**src/rtl/plane_drawer.sv**
```systemverilog
// Rendering stage: walks the ten planes and emits one VGA pixel write per cycle, erasing and/or
// drawing each visible sprite. Define PLANE_SHAPE_EN to gate pixels with a silhouette mask.
module plane_drawer #(
  parameter int unsigned SPRITE_W     = 4,
  parameter int unsigned SPRITE_H     = 4,
  parameter logic [2:0]  BG_COLOUR    = 3'b000,
  parameter logic [2:0]  PLANE_COLOUR = 3'b111
) (
  input  logic        clk,
  input  logic        reset,
  input  logic        start,
  input  logic [1:0]  op,
  input  logic [79:0] x_bus,
  input  logic [79:0] y_bus,
  input  logic [9:0]  vis,
  output logic [7:0]  vga_x,
  output logic [6:0]  vga_y,
  output logic [2:0]  colour,
  output logic        plot,
  output logic        busy,
  output logic        done
);

  localparam int unsigned DxW = (SPRITE_W > 1) ? $clog2(SPRITE_W) : 1;
  localparam int unsigned DyW = (SPRITE_H > 1) ? $clog2(SPRITE_H) : 1;
  localparam logic [DxW-1:0] DxLast = DxW'(SPRITE_W - 1);
  localparam logic [DyW-1:0] DyLast = DyW'(SPRITE_H - 1);
  localparam logic [3:0] LastIdx = 4'd9;

  typedef enum logic [1:0] {StIdle, StScan, StDraw, StDone} state_t;

  state_t         state_q, state_d;
  logic [3:0]     idx_q, idx_d;
  logic           pass_q, pass_d;
  logic [DxW-1:0] dx_q, dx_d;
  logic [DyW-1:0] dy_q, dy_d;
  logic           draw_op_q;

  logic [7:0] nx_q [10];
  logic [7:0] ny_q [10];
  logic [7:0] px_q [10];
  logic [7:0] py_q [10];
  logic [9:0] nvis_q, pvis_q;

  logic       latch_new, commit_prev;
  state_t     adv_state;
  logic [3:0] adv_idx;
  logic       adv_pass;

  logic [7:0] base_x, base_y;
  logic [8:0] sum_x, sum_y;
  logic       in_bounds, shape_ok, plot_d;

  // Where the walk goes after finishing (or skipping) the current plane.
  always_comb begin
    adv_state = StDone;
    adv_idx   = idx_q;
    adv_pass  = pass_q;
    if (idx_q < LastIdx) begin
      adv_idx   = idx_q + 4'd1;
      adv_state = StScan;
    end else if (!pass_q && draw_op_q) begin
      adv_pass  = 1'b1;
      adv_idx   = 4'd0;
      adv_state = StScan;
    end
  end

  always_comb begin
    state_d     = state_q;
    idx_d       = idx_q;
    pass_d      = pass_q;
    dx_d        = dx_q;
    dy_d        = dy_q;
    latch_new   = 1'b0;
    commit_prev = 1'b0;
    unique case (state_q)
      StIdle: begin
        if (start) begin
          latch_new = 1'b1;
          idx_d     = 4'd0;
          pass_d    = ~op[0];
          state_d   = (op == 2'b00) ? StDone : StScan;
        end
      end
      StScan: begin
        if (pass_q ? nvis_q[idx_q] : pvis_q[idx_q]) begin
          dx_d    = '0;
          dy_d    = '0;
          state_d = StDraw;
        end else begin
          state_d = adv_state;
          idx_d   = adv_idx;
          pass_d  = adv_pass;
        end
      end
      StDraw: begin
        if (dx_q == DxLast) begin
          dx_d = '0;
          if (dy_q == DyLast) begin
            dy_d    = '0;
            state_d = adv_state;
            idx_d   = adv_idx;
            pass_d  = adv_pass;
          end else begin
            dy_d = dy_q + 1'b1;
          end
        end else begin
          dx_d = dx_q + 1'b1;
        end
      end
      StDone: begin
        commit_prev = draw_op_q;
        state_d     = StIdle;
      end
    endcase
  end

  // Outputs are registered from next-state values so the pixel appears in its own DRAW cycle.
  always_comb begin
    base_x    = pass_d ? nx_q[idx_d] : px_q[idx_d];
    base_y    = pass_d ? ny_q[idx_d] : py_q[idx_d];
    sum_x     = {1'b0, base_x} + 9'(dx_d);
    sum_y     = {1'b0, base_y} + 9'(dy_d);
    in_bounds = (sum_x <= 9'd159) && (sum_y <= 9'd119);
  end

`ifdef PLANE_SHAPE_EN
  // Silhouette, bit index {dy, dx}; rows 0..3 are 0110, 1111, 0110, 0110.
  localparam logic [15:0] ShapeMask = 16'b0110_0110_1111_0110;
  logic [3:0] shape_idx;
  always_comb begin
    shape_idx = {2'(dy_d), 2'(dx_d)};
    shape_ok  = ShapeMask[shape_idx];
  end
`else
  assign shape_ok = 1'b1;
`endif

  assign plot_d = (state_d == StDraw) && in_bounds && shape_ok;

  always_ff @(posedge clk) begin
    if (reset) begin
      state_q   <= StIdle;
      idx_q     <= 4'd0;
      pass_q    <= 1'b0;
      dx_q      <= '0;
      dy_q      <= '0;
      draw_op_q <= 1'b0;
      nvis_q    <= 10'd0;
      pvis_q    <= 10'd0;
      for (int i = 0; i < 10; i++) begin
        nx_q[i] <= 8'd0;
        ny_q[i] <= 8'd0;
        px_q[i] <= 8'd0;
        py_q[i] <= 8'd0;
      end
    end else begin
      state_q <= state_d;
      idx_q   <= idx_d;
      pass_q  <= pass_d;
      dx_q    <= dx_d;
      dy_q    <= dy_d;
      if (latch_new) begin
        draw_op_q <= op[1];
        nvis_q    <= vis;
        for (int i = 0; i < 10; i++) begin
          nx_q[i] <= x_bus[8*i +: 8];
          ny_q[i] <= y_bus[8*i +: 8];
        end
      end
      if (commit_prev) begin
        pvis_q <= nvis_q;
        px_q   <= nx_q;
        py_q   <= ny_q;
      end
    end
  end

  always_ff @(posedge clk) begin
    if (reset) begin
      vga_x  <= 8'd0;
      vga_y  <= 7'd0;
      colour <= 3'd0;
      plot   <= 1'b0;
      busy   <= 1'b0;
      done   <= 1'b0;
    end else begin
      plot <= plot_d;
      busy <= (state_d != StIdle);
      done <= (state_d == StDone);
      if (state_d == StDraw) begin
        vga_x  <= sum_x[7:0];
        vga_y  <= sum_y[6:0];
        colour <= pass_d ? PLANE_COLOUR : BG_COLOUR;
      end
    end
  end

endmodule
```
**config.mk**
```make
export PLATFORM = sky130hd
export DESIGN_NAME = plane_drawer
export DESIGN_NICKNAME = d
export VERILOG_FILES = /design/src/rtl/plane_drawer.sv
export SDC_FILE = /design/constraint.sdc
export NUM_CORES = 1
export LEC_CHECK = 0
export ABC_CLOCK_PERIOD_IN_PS = 6000
export BUFFER_PORTS_ARGS = -buffer_cell sky130_fd_sc_hd__buf_2
export CORE_AREA = 5 5 202 204
export CTS_BUF_LIST = sky130_fd_sc_hd__clkbuf_8
export CTS_CLUSTER_DIAMETER = 40
export DETAILED_ROUTE_END_ITERATION = 6
export DIE_AREA = 0 0 207 209
export MAX_ROUTING_LAYER = met4
export PLACE_DENSITY = 0.66
export SLEW_MARGIN = 20
export SYNTH_ARGS = -nofsm -noshare
export SYNTH_HDL_FRONTEND = slang
export SYNTH_SLANG_ARGS = --single-unit
```
**constraint.sdc**
```tcl
create_clock -name clk -period 6 [get_ports clk]
set_input_delay 0.9 -clock clk [delete_from_list [all_inputs] [get_ports clk]]
set_output_delay 0.9 -clock clk [all_outputs]
set_load 0.005 [all_outputs]
```
==> impl_metrics.json, run 1 <==
{
  "dr.pass1.iters": 5,
  "vias": 16900,
  "yosys.area.top_type_share": 0.4319,
  "dieHeight_um": 209,
  "ys_warn_count": 0,
  "power_density_mw_per_mm2": 459.3,
  "outcome": "finished, final reports clean",
  "initial_utilization": 0.4399,
  "final_layout_size_suffix_gt1_frac": 0.1459,
  "slew_viol_final": 0,
  "crit_chain": "mux4_2, or2_1, a311oi_4, nor3_2, or3_2, nand3_1, nand2_1, a221oi_1, a31oi_1, o221ai_1, ha_1, inv_1, fa_1, inv_1, nand2_1, or4_1, nand3_1, a21oi_1",
  "area_growth_pct": 14.84,
  "slowest_delay_ns": 0.73,
  "synth-async-reset-ratio": 0,
  "synthDistinctLibCells": 85,
  "cts_resized": 0,
  "criticalPathCategory": "flip-flop to flip-flop",
  "globalplace.congestion": 0.9351,
  "overflow": 0,
  "end_kind": "flip-flop",
  "vias_per_cell": 5.569,
  "avgRoutedWirePerCell_um": 18.25,
  "antenna_found_initial": 0,
  "grt_use_total": 0.2519,
  "portBuffers": 195,
  "fmax_mhz": 184.0,
  "cts.htree.levels": 3,
  "ios": 196,
  "drtAntennaViolNets": 0,
  "setup-violations-final": 0,
  "clock-sinks": 371,
  "first_iter_violations": 1511,
  "n_fill_cell": 3980,
  "cts_made_buffers": 67,
  "hp-start": "px_q[26]",
  "critPathLaunchType": "flip-flop",
  "syn_area_per_cell_sq_um": 7.308,
  "cts_tree": "built",
  "finalWirelength_um": 55380,
  "post_cts_buffers": 0,
  "antenna_cells": 0,
  "worstPathRequired_ns": 6.45,
  "grt_pass1_wl_um": 87040,
  "slew_headroom": 0.2907,
  "drc_errors": 0,
  "synth_area_leader_cell": "dfxtp_1",
  "clock_path_buffers": 3,
  "reg2reg_from": "idx_q[0]",
  "min_path_type": "flip-flop to flip-flop",
  "routed-wl-met2_um": 23860,
  "worst_ep_arrival_time_ns": 5.89,
  "path_clk_slew_ns": 0.06,
  "final.setup_skew_ns": 0.02536,
  "first_global_vias": 15840,
  "synth_area_leaders": "dfxtp_1 (43%), nand2_1 (20%), a21oi_1 (11%)",
  "hold_viol": 0,
  "period_needed_ns": 5.436,
  "cts.hold.buffers_added": 0,
  "clk_latency_ns": 0.63,
  "finalSetupTns_ns": 0,
  "ys.flop_type": "dfxtp_1",
  "cap_violations": 0,
  "synth_seq_area_share": 0.4319,
  "netlist_instances": 2353,
  "placed_area_sq_mm": 0.01842,
  "leakage_nw": 7.363,
  "hold_ws_ns": 0.4532,
  "fin_crit_sh": 0.9060,
  "wl_met3_um": 3997,
  "worstMarginPinSlew_ns": 1.064,
  "design_area_sq_mm": 0.01975,
  "synth_seq_cells": 371,
  "root_buffer": "clkbuf_8",
  "die_w_um": 207,
  "crit_fanout": 13,
  "synth_edf_count": 0,
  "grt_max_degree": 172,
  "synthesis.area_sq_mm": 0.01720,
  "num_rows": 73,
  "top_layer_used": "met4",
  "hpwl_um": 37550,
  "critPathLaunch": "idx_q[0]",
  "met1_length_um": 26140,
  "syn_nets": 2543,
  "rsz0062_at_grt": "false",
  "fin_nets": 2659,
  "slowest_stage": "dfxtp_1",
  "ir_drop_uv": 299.4,
  "core_area_sq_mm": 0.03909,
  "dieArea_sq_mm": 0.04326
}
==> cells by family after synthesis <==
family	count (synthesis)	share of synthesized area
compound gates	572	0.2005
xor+xnor	7	0.003566
flops	371	0.4319
buf+inv	207	0.05043
mux	55	0.03442
fa+ha+maj	15	0.01179
simple gates	1126	0.2673
==> synth_stat cells, types with 6 or more instances <==
cell / instances
o31ai_1: 7
nor3_1: 10
a31oi_1: 11
buf_1: 14
o21ai_0: 29
nand4_1: 8
a21o_1: 6
and3_1: 20
ha_1: 13
a21oi_1: 384
o221ai_1: 7
a211oi_1: 20
buf_2: 24
nand2_1: 901
nand2b_1: 6
nand3_1: 93
nor2b_1: 7
clkbuf_1: 139
inv_1: 18
a21boi_0: 8
o2111ai_1: 9
buf_4: 8
nor2_1: 46
mux2i_1: 40
a311oi_1: 10
mux2_2: 11
dfxtp_1: 371
o211ai_1: 8
==> path summary, 6_finish.rpt <==
kind	cells after the start	slack, ns	endpoint
setup / recovery	18	0.56	vga_y[6]
hold / removal	2	0.45	px_q[26]
setup reg to reg	18	0.56	vga_y[6]
hold reg to reg	2	0.45	px_q[26]
==> report_power, final <==
group	internal (mW)	switching [mW]	leakage, nW
clock network	1.36	1.07	0.731
registers	2.75	0.326	3.01
logic	1.18	2.39	3.62
==> layout by cell type, fill, tap and decap left out, types with 4 or more instances in the layout <==
cell / n
o2111ai_1: 9
a32o_1: 4
xnor2_1: 5
a311o_1: 5
nor3_1: 10
a21boi_0: 8
o21ai_0: 29
buf_4: 39
clkinv_2: 7
o221ai_1: 7
clkinvlp_4: 4
nor2b_1: 7
nand3_1: 93
clkbuf_8: 75
nand2b_1: 6
a31oi_1: 11
o211ai_1: 8
nand2_1: 899
a211oi_1: 20
nor2_1: 44
buf_2: 194
nand4_1: 8
o21ai_1: 4
o31ai_1: 7
a22oi_1: 5
nor4_1: 4
mux2i_1: 40
ha_1: 13
dfxtp_1: 371
o211a_1: 5
and3_1: 19
mux2_2: 11
a311oi_1: 10
a211o_1: 5
a221oi_1: 5
bufinv_16: 5
a21oi_1: 384
a21o_1: 6
inv_1: 33
==> per-stage QoR <==
stage,instances,util,worst slack [ns],total power [mW]
5_1_grt,3034,0.5052,0.2311,9.561
6_report,3034,0.5052,0.5638,9.071
4_1_cts,3034,0.5051,0.6140,9.071
2_1_floorplan,2353,-,0.6467,5.440
3_3_place_gp,2925,0.4711,0.6951,6.591
3_5_place_dp,2925,0.4711,0.6588,6.629
==> state kept, by name, summed over array words and instances, names as in the netlist, 4 cells and up <==
register / flops
pvis_q: 10
px_q: 80
ny_q: 80
idx_q: 4
vga_y: 7
nx_q: 80
vga_x: 8
py_q: 80
nvis_q: 10
==> worst max-delay path, delay by kind of cell, from the launching register on <==
kind	cells	cell delay [ns]
AND/OR/NAND/NOR	8	1.91
AO/OA/AOI/OAI	5	1.24
flip-flops	1	0.73
adder cells (fa/ha/maj)	2	0.63
multiplexers	1	0.57
buffers and inverters	2	0.20
==> routing by layer <==
layer | global-route usage | up-vias
met2 | 0.3625 | 572
met4 | 0.08368 | 0
met5 | - | -
met3 | 0.05149 | 95
met1 | 0.3549 | 8034
li1 | - | 8194
==> cell type report <==
type                       instances  area [sq um]  area share
multi-input combinational       1775          8947      0.4531
timing repair buffer             236          1319     0.06678
inverter                          18         67.56    0.003421
sequential                       371          7427      0.3761
clock buffer                      75          1032     0.05227
clock inverter                    34         297.8     0.01508
tap                              525         656.9     0.03326
Note: power is estimated with default switching activity, not from simulation.
==> run 2, diff against run 1 <==
--- a/config.mk
+++ b/config.mk
@@ -5,6 +5,7 @@
 export SDC_FILE = /design/constraint.sdc
 export NUM_CORES = 1
 export LEC_CHECK = 0
+export ABC_AREA = 1
 export ABC_CLOCK_PERIOD_IN_PS = 6000
 export BUFFER_PORTS_ARGS = -buffer_cell sky130_fd_sc_hd__buf_2
 export CORE_AREA = 5 5 202 204
==> impl_metrics.json, run 2 <==
{
  "crit_fanout": 96,
  "layout_common_cells": "nor2_1 (587), nand2_1 (399), o21ai_0 (384)",
  "slowest_delay_ns": 0.72,
  "outcome": "finished, final reports clean",
  "ys_warn_count": 0,
  "finalWirelength_um": 51210,
  "crit_top_cell": "nand2_1",
  "initial_utilization": 0.4394,
  "setup-violations-final": 0,
  "fmax_mhz": 208.6,
  "grt_use_total": 0.2332,
  "cts_resized": 0,
  "avgRoutedWirePerCell_um": 16.13,
  "ff_latch_area_sq_mm": 0.007427,
  "vias_per_cell": 5.255,
  "cap_violations": 0,
  "path_clk_slew_ns": 0.05,
  "dieArea_sq_mm": 0.04326,
  "slew_viol_final": 0,
  "globalplace.congestion": 0.8910,
  "synthDistinctLibCells": 46,
  "area_growth_pct": 14.08,
  "hpwl_um": 34480,
  "period_needed_ns": 4.794,
  "layout_setup_ws_ns": 1.206,
  "slowest_stage": "dfxtp_1",
  "first_iter_violations": 1377,
  "fin_crit_sh": 0.7989,
  "core_area_sq_mm": 0.03909,
  "synth.most_common_cell": "nor2_1",
  "worstMarginPinSlew_ns": 1.092,
  "first_global_vias": 15580,
  "fin_nets": 2792,
  "dpl.cell_count": 3054,
  "syn_nets": 2686,
  "dieHeight_um": 209,
  "cts.hold.buffers_added": 0,
  "yosys.area.top_type_share": 0.4324,
  "antenna_found_initial": 0,
  "multiInputGateArea_sq_mm": 0.008423,
  "root_buffer": "clkbuf_8",
  "num_rows": 73,
  "synth_common_cells": "nor2_1 (587), nand2_1 (401), o21ai_0 (384)",
  "clock-sinks": 371,
  "n_fill_cell": 4004,
  "ys.flop_type": "dfxtp_1",
  "end_kind": "flip-flop",
  "place_ws_ns": 1.281,
  "path_delay_family": "simple AND/OR/NAND/NOR gates",
  "cts.htree.levels": 3,
  "vias": 16690,
  "clk_latency_ns": 0.61,
  "drc_errors": 0,
  "netlist_instances": 2496,
  "synth_edf_count": 0,
  "final_layout_size_suffix_gt1_frac": 0.1479,
  "final_cells": 3176,
  "synth_seq_area_share": 0.4324,
  "overflow": 0,
  "cts_made_buffers": 71,
  "grt_pass1_wl_um": 81750,
  "die_w_um": 207,
  "final.setup_skew_ns": 0.03087,
  "power_density_mw_per_mm2": 357.7,
  "syn_area_per_cell_sq_um": 6.882,
  "crit_buf_inv": 4,
  "worstPathRequired_ns": 6.49,
  "finalSetupTns_ns": 0,
  "rsz0062_at_grt": "false",
  "synth_seq_cells": 371,
  "post_cts_buffers": 0,
  "min_path_type": "flip-flop to flip-flop",
  "criticalPathCategory": "flip-flop to flip-flop",
  "dr.pass1.iters": 5,
  "ios": 196,
  "portBuffers": 195,
  "drtAntennaViolNets": 0,
  "layout_commonest_cell": "nor2_1",
  "worst_ep_arrival_time_ns": 5.29,
  "synth-async-reset-ratio": 0,
  "synth_area_leaders": "dfxtp_1 (43%), nor2_1 (13%), o21ai_0 (11%)",
  "slew_headroom": 0.2718,
  "antenna_cells": 0,
  "grt_max_degree": 232,
  "cts_tree": "built",
  "synthesis.area_sq_mm": 0.01718,
  "synth_area_leader_cell": "dfxtp_1",
  "leakage_nw": 8.238,
  "critPathLaunchType": "flip-flop",
  "hold_viol": 0,
  "ir_drop_uv": 176.9,
  "clock_path_buffers": 3
}
==> run 2: path summary, 6_finish.rpt <==
check | from | to | slack (ns) | cells past startpoint
setup / recovery | idx_q[0] | vga_x[5] | 1.21 | 26
hold / removal | px_q[37] | px_q[37] | 0.46 | 2
setup reg to reg | idx_q[0] | vga_x[5] | 1.21 | 26
hold reg to reg | px_q[37] | px_q[37] | 0.46 | 2
==> run 2: stage by stage <==
step / hold slack, ns / total power [mW] / utilization / area (sq um)
final: 0.4550 / 7.008 / 0.5012 / 19600
after global placement: 0.4366 / 4.435 / 0.4630 / 18100
after CTS: 0.4578 / 7.066 / 0.5012 / 19600
after detailed placement: 0.4502 / 4.462 / 0.4630 / 18100
after floorplan: 0.4245 / 4.042 / - / 17180
after global routing: 0.4782 / 7.398 / 0.5012 / 19600
==> run 2: kinds of logic (layout without fill, tap and decap cells) <==
family / Yosys count / after routing / share of synthesized area
AO/OA/AOI/OAI: 569 / 569 / 0.1772
AND/OR/NAND/NOR: 1241 / 1241 / 0.2963
adder cells (fa/ha/maj): 15 / 15 / 0.01180
buffers and inverters: 294 / 449 / 0.07925
XOR/XNOR: 6 / 6 / 0.003059
flip-flops: 371 / 371 / 0.4324
==> run 2: tightest hold or removal path: stages (launching register included) <==
cell	delay, ns
dfxtp_1	0.29
inv_1	0.06
a21oi_1	0.05
==> run 2: per-layer routing <==
layer,part of all wire,track usage,vias to the layer above
met5,0,-,-
met4,0.028,0.07866,0
met3,0.062,0.03933,97
met2,0.45,0.3636,526
met1,0.46,0.3098,7704
li1,-,-,8364
==> run 2: report_power, final <==
group	internal (mW)	leakage [nW]	switching (mW)
clock network	1.50	0.815	1.09
registers	2.65	3.03	0.172
logic	0.493	4.39	1.11
==> run 2: final cells by class <==
class | count | area share
clock buffer | 91 | 0.06392
clock inverter | 31 | 0.01245
inverter | 104 | 0.02069
multi-input combinational | 1831 | 0.4299
sequential | 371 | 0.3790
tap | 525 | 0.03352
timing repair buffer | 223 | 0.06053
==> run 3, diff against run 2 <==
--- a/config.mk
+++ b/config.mk
@@ -5,8 +5,8 @@
 export SDC_FILE = /design/constraint.sdc
 export NUM_CORES = 1
 export LEC_CHECK = 0
-export ABC_AREA = 1
-export ABC_CLOCK_PERIOD_IN_PS = 6000
+export ABC_AREA = 0
+export ABC_CLOCK_PERIOD_IN_PS = 4100
 export BUFFER_PORTS_ARGS = -buffer_cell sky130_fd_sc_hd__buf_2
 export CORE_AREA = 5 5 202 204
 export CTS_BUF_LIST = sky130_fd_sc_hd__clkbuf_8
@@ -14,7 +14,7 @@
 export DETAILED_ROUTE_END_ITERATION = 6
 export DIE_AREA = 0 0 207 209
 export MAX_ROUTING_LAYER = met4
-export PLACE_DENSITY = 0.66
+export PLACE_DENSITY = 0.69
 export SLEW_MARGIN = 20
 export SYNTH_ARGS = -nofsm -noshare
 export SYNTH_HDL_FRONTEND = slang
==> constraint.sdc (replaced) <==
create_clock -name clk -period 4.1 [get_ports clk]
set_input_delay 0.615 -clock clk [delete_from_list [all_inputs] [get_ports clk]]
set_output_delay 0.615 -clock clk [all_outputs]
set_load 0.005 [all_outputs]
==> impl_metrics.json, run 3 (synthesized netlist as in run 1, its figures left out) <==
{
  "antenna_found_initial": 0,
  "outcome": "complete, but fails checks",
  "placed_area_sq_mm": 0.01981,
  "failed_checks": "negative setup slack",
  "cts_tree": "built",
  "reg2reg_from": "idx_q[0]",
  "critPathLaunch": "idx_q[0]",
  "finish.utilization": 0.5614,
  "layout_commonest_cell": "nand2_1",
  "area_growth_pct": 27.62,
  "overflow": 0,
  "rsz0062_at_grt": "true",
  "grt_max_degree": 113,
  "worstPathRequired_ns": 4.60,
  "vias_per_cell": 5.489,
  "path_clk_slew_ns": 0.06,
  "fin_nets": 2847,
  "finalWirelength_um": 59280,
  "period_needed_ns": 4.401,
  "cts_made_buffers": 71,
  "criticalPathCategory": "flip-flop to flip-flop",
  "slew_headroom": 0.3282,
  "avgRoutedWirePerCell_um": 18.35,
  "drtAntennaViolNets": 0,
  "dieArea_sq_mm": 0.04326,
  "cts.hold.buffers_added": 0,
  "p_int_mw": 9.137,
  "core_area_sq_mm": 0.03909,
  "end_kind": "flip-flop",
  "ff_latch_area_sq_mm": 0.007432,
  "p_sw_frac": 0.4010,
  "ir_drop_uv": 350.4,
  "dpl.cell_count": 3088,
  "clock_path_buffers": 3,
  "vias": 17730,
  "clk_latency_ns": 0.62,
  "hp-start": "y_bus[1]",
  "hold_viol": 0,
  "min_path_type": "input pin to flip-flop",
  "ios": 196,
  "num_rows": 73,
  "worst_ep_arrival_time_ns": 4.91,
  "layout_setup_ws_ns": -0.3011,
  "final.setup_skew_ns": 0.01562,
  "p_switching_mw": 6.116,
  "dr.pass1.iters": 5,
  "fmax_mhz": 227.2,
  "crit_fanout": 13,
  "cts.htree.levels": 3,
  "root_buffer": "clkbuf_8",
  "final_layout_size_suffix_gt1_frac": 0.2333,
  "design_area_sq_mm": 0.02194,
  "multiInputGateArea_sq_mm": 0.009305,
  "antenna_cells": 0,
  "clock-sinks": 371,
  "final_cells": 3230,
  "grt_use_total": 0.2682,
  "leakage_nw": 8.461,
  "slew_viol_final": 0,
  "fin_crit_sh": 1.073,
  "grt_pass1_wl_um": 92300,
  "drc_errors": 0,
  "initial_utilization": 0.4399,
  "cap_violations": 0,
  "clkPwrFrac": 0.253,
  "hpwl_um": 41860,
  "first_iter_violations": 1622,
  "die_w_um": 207,
  "first_global_vias": 16440,
  "setup-violations-final": 12,
  "n_fill_cell": 3789,
  "p_seq_frac": 0.292,
  "dieHeight_um": 209,
  "comb_power_share": 0.455,
  "layout_common_cells": "nand2_1 (894), a21oi_1 (380), dfxtp_1 (369)",
  "critPathLaunchType": "flip-flop",
  "portBuffers": 195,
  "worstMarginPinSlew_ns": 1.008,
  "globalplace.congestion": 0.9932,
  "power_density_mw_per_mm2": 695.0
}
run 3: changes by cell type in the layout (fill, tap and decap cells not counted), moves of 16 or more:
| cell | previous run | this run |
|---|---|---|
| a211oi_1 | 2 | 18 |
| a21oi_1 | 125 | 380 |
| and3_1 | 0 | 18 |
| buf_4 | 28 | 189 |
| inv_1 | 103 | 28 |
| mux2i_1 | 0 | 39 |
| nand2_1 | 399 | 894 |
| nand3_1 | 219 | 87 |
| nor2_1 | 587 | 39 |
| o21ai_0 | 384 | 22 |
run 3: stage by stage:
| stage | setup TNS (ns) | setup slack (ns) | power, mW | hold WS [ns] |
|---|---|---|---|---|
| 2_1_floorplan | -4.589 | -0.5736 | 8.057 | 0.4319 |
| 3_3_place_gp | -3.339 | -0.4016 | 10.76 | 0.4379 |
| 3_5_place_dp | -4.366 | -0.4564 | 10.81 | 0.4428 |
| 4_1_cts | -1.545 | -0.2289 | 15.09 | 0.1894 |
| 5_1_grt | -4.295 | -0.4646 | 16.04 | 0.2173 |
| 6_report | -2.081 | -0.3011 | 15.25 | 0.2289 |
run 3: timing repair:
action	CTS	global route
gates cloned	2	1
resized for setup	79	24
buffers inserted	15	4
pin swaps	34	8
setup endpoints to repair	14	14
run 3: worst paths after layout:
kind         cells after the start  slack, ns  endpoint
max                             20      -0.30      plot
min                              3       0.23  ny_q[73]
max reg2reg                     20      -0.30      plot
min reg2reg                      2       0.45  py_q[58]
run 3: cell type report:
| cell class | instances | share of cell area |
|---|---|---|
| tap | 525 | 0.02993 |
| clock buffer | 88 | 0.05519 |
| inverter | 18 | 0.003079 |
| timing repair buffer | 419 | 0.1354 |
| clock inverter | 33 | 0.01374 |
| sequential | 371 | 0.3387 |
| multi-input combinational | 1776 | 0.4240 |
run 3: layer usage:
metal	part of all wire	wire (um)	global-route usage
met4	0.019	1149	0.06794
met5	0	0	-
met1	0.46	27300	0.3762
met3	0.070	4136	0.04774
met2	0.45	26700	0.4037
run 3: worst max-delay path: stages (launching register included):
cell and delay [ns]:
dfxtp_4 0.37, mux4_2 0.50, or2_4 0.28, a311oi_4 0.41
nor3_2 0.08, buf_4 0.15, nor3_4 0.30, buf_6 0.23
buf_6 0.19, nand3_1 0.10, a31oi_1 0.22, o221ai_2 0.14
ha_2 0.22, inv_2 0.05, fa_2 0.20, inv_2 0.04
buf_4 0.14, o21ai_1 0.13, nand2b_1 0.07, a311o_1 0.36
o2111a_1 0.12
run 3: power groups by stage:
stage          sequential, mW  combinational [mW]  clock (mW)
5_1_grt                  4.49                7.44        4.12
4_1_cts                  4.44                6.71        3.94
6_report                 4.45                6.94        3.86
3_3_place_gp             4.50                6.26           0
3_5_place_dp             4.51                6.30           0
2_1_floorplan            4.33                3.73           0
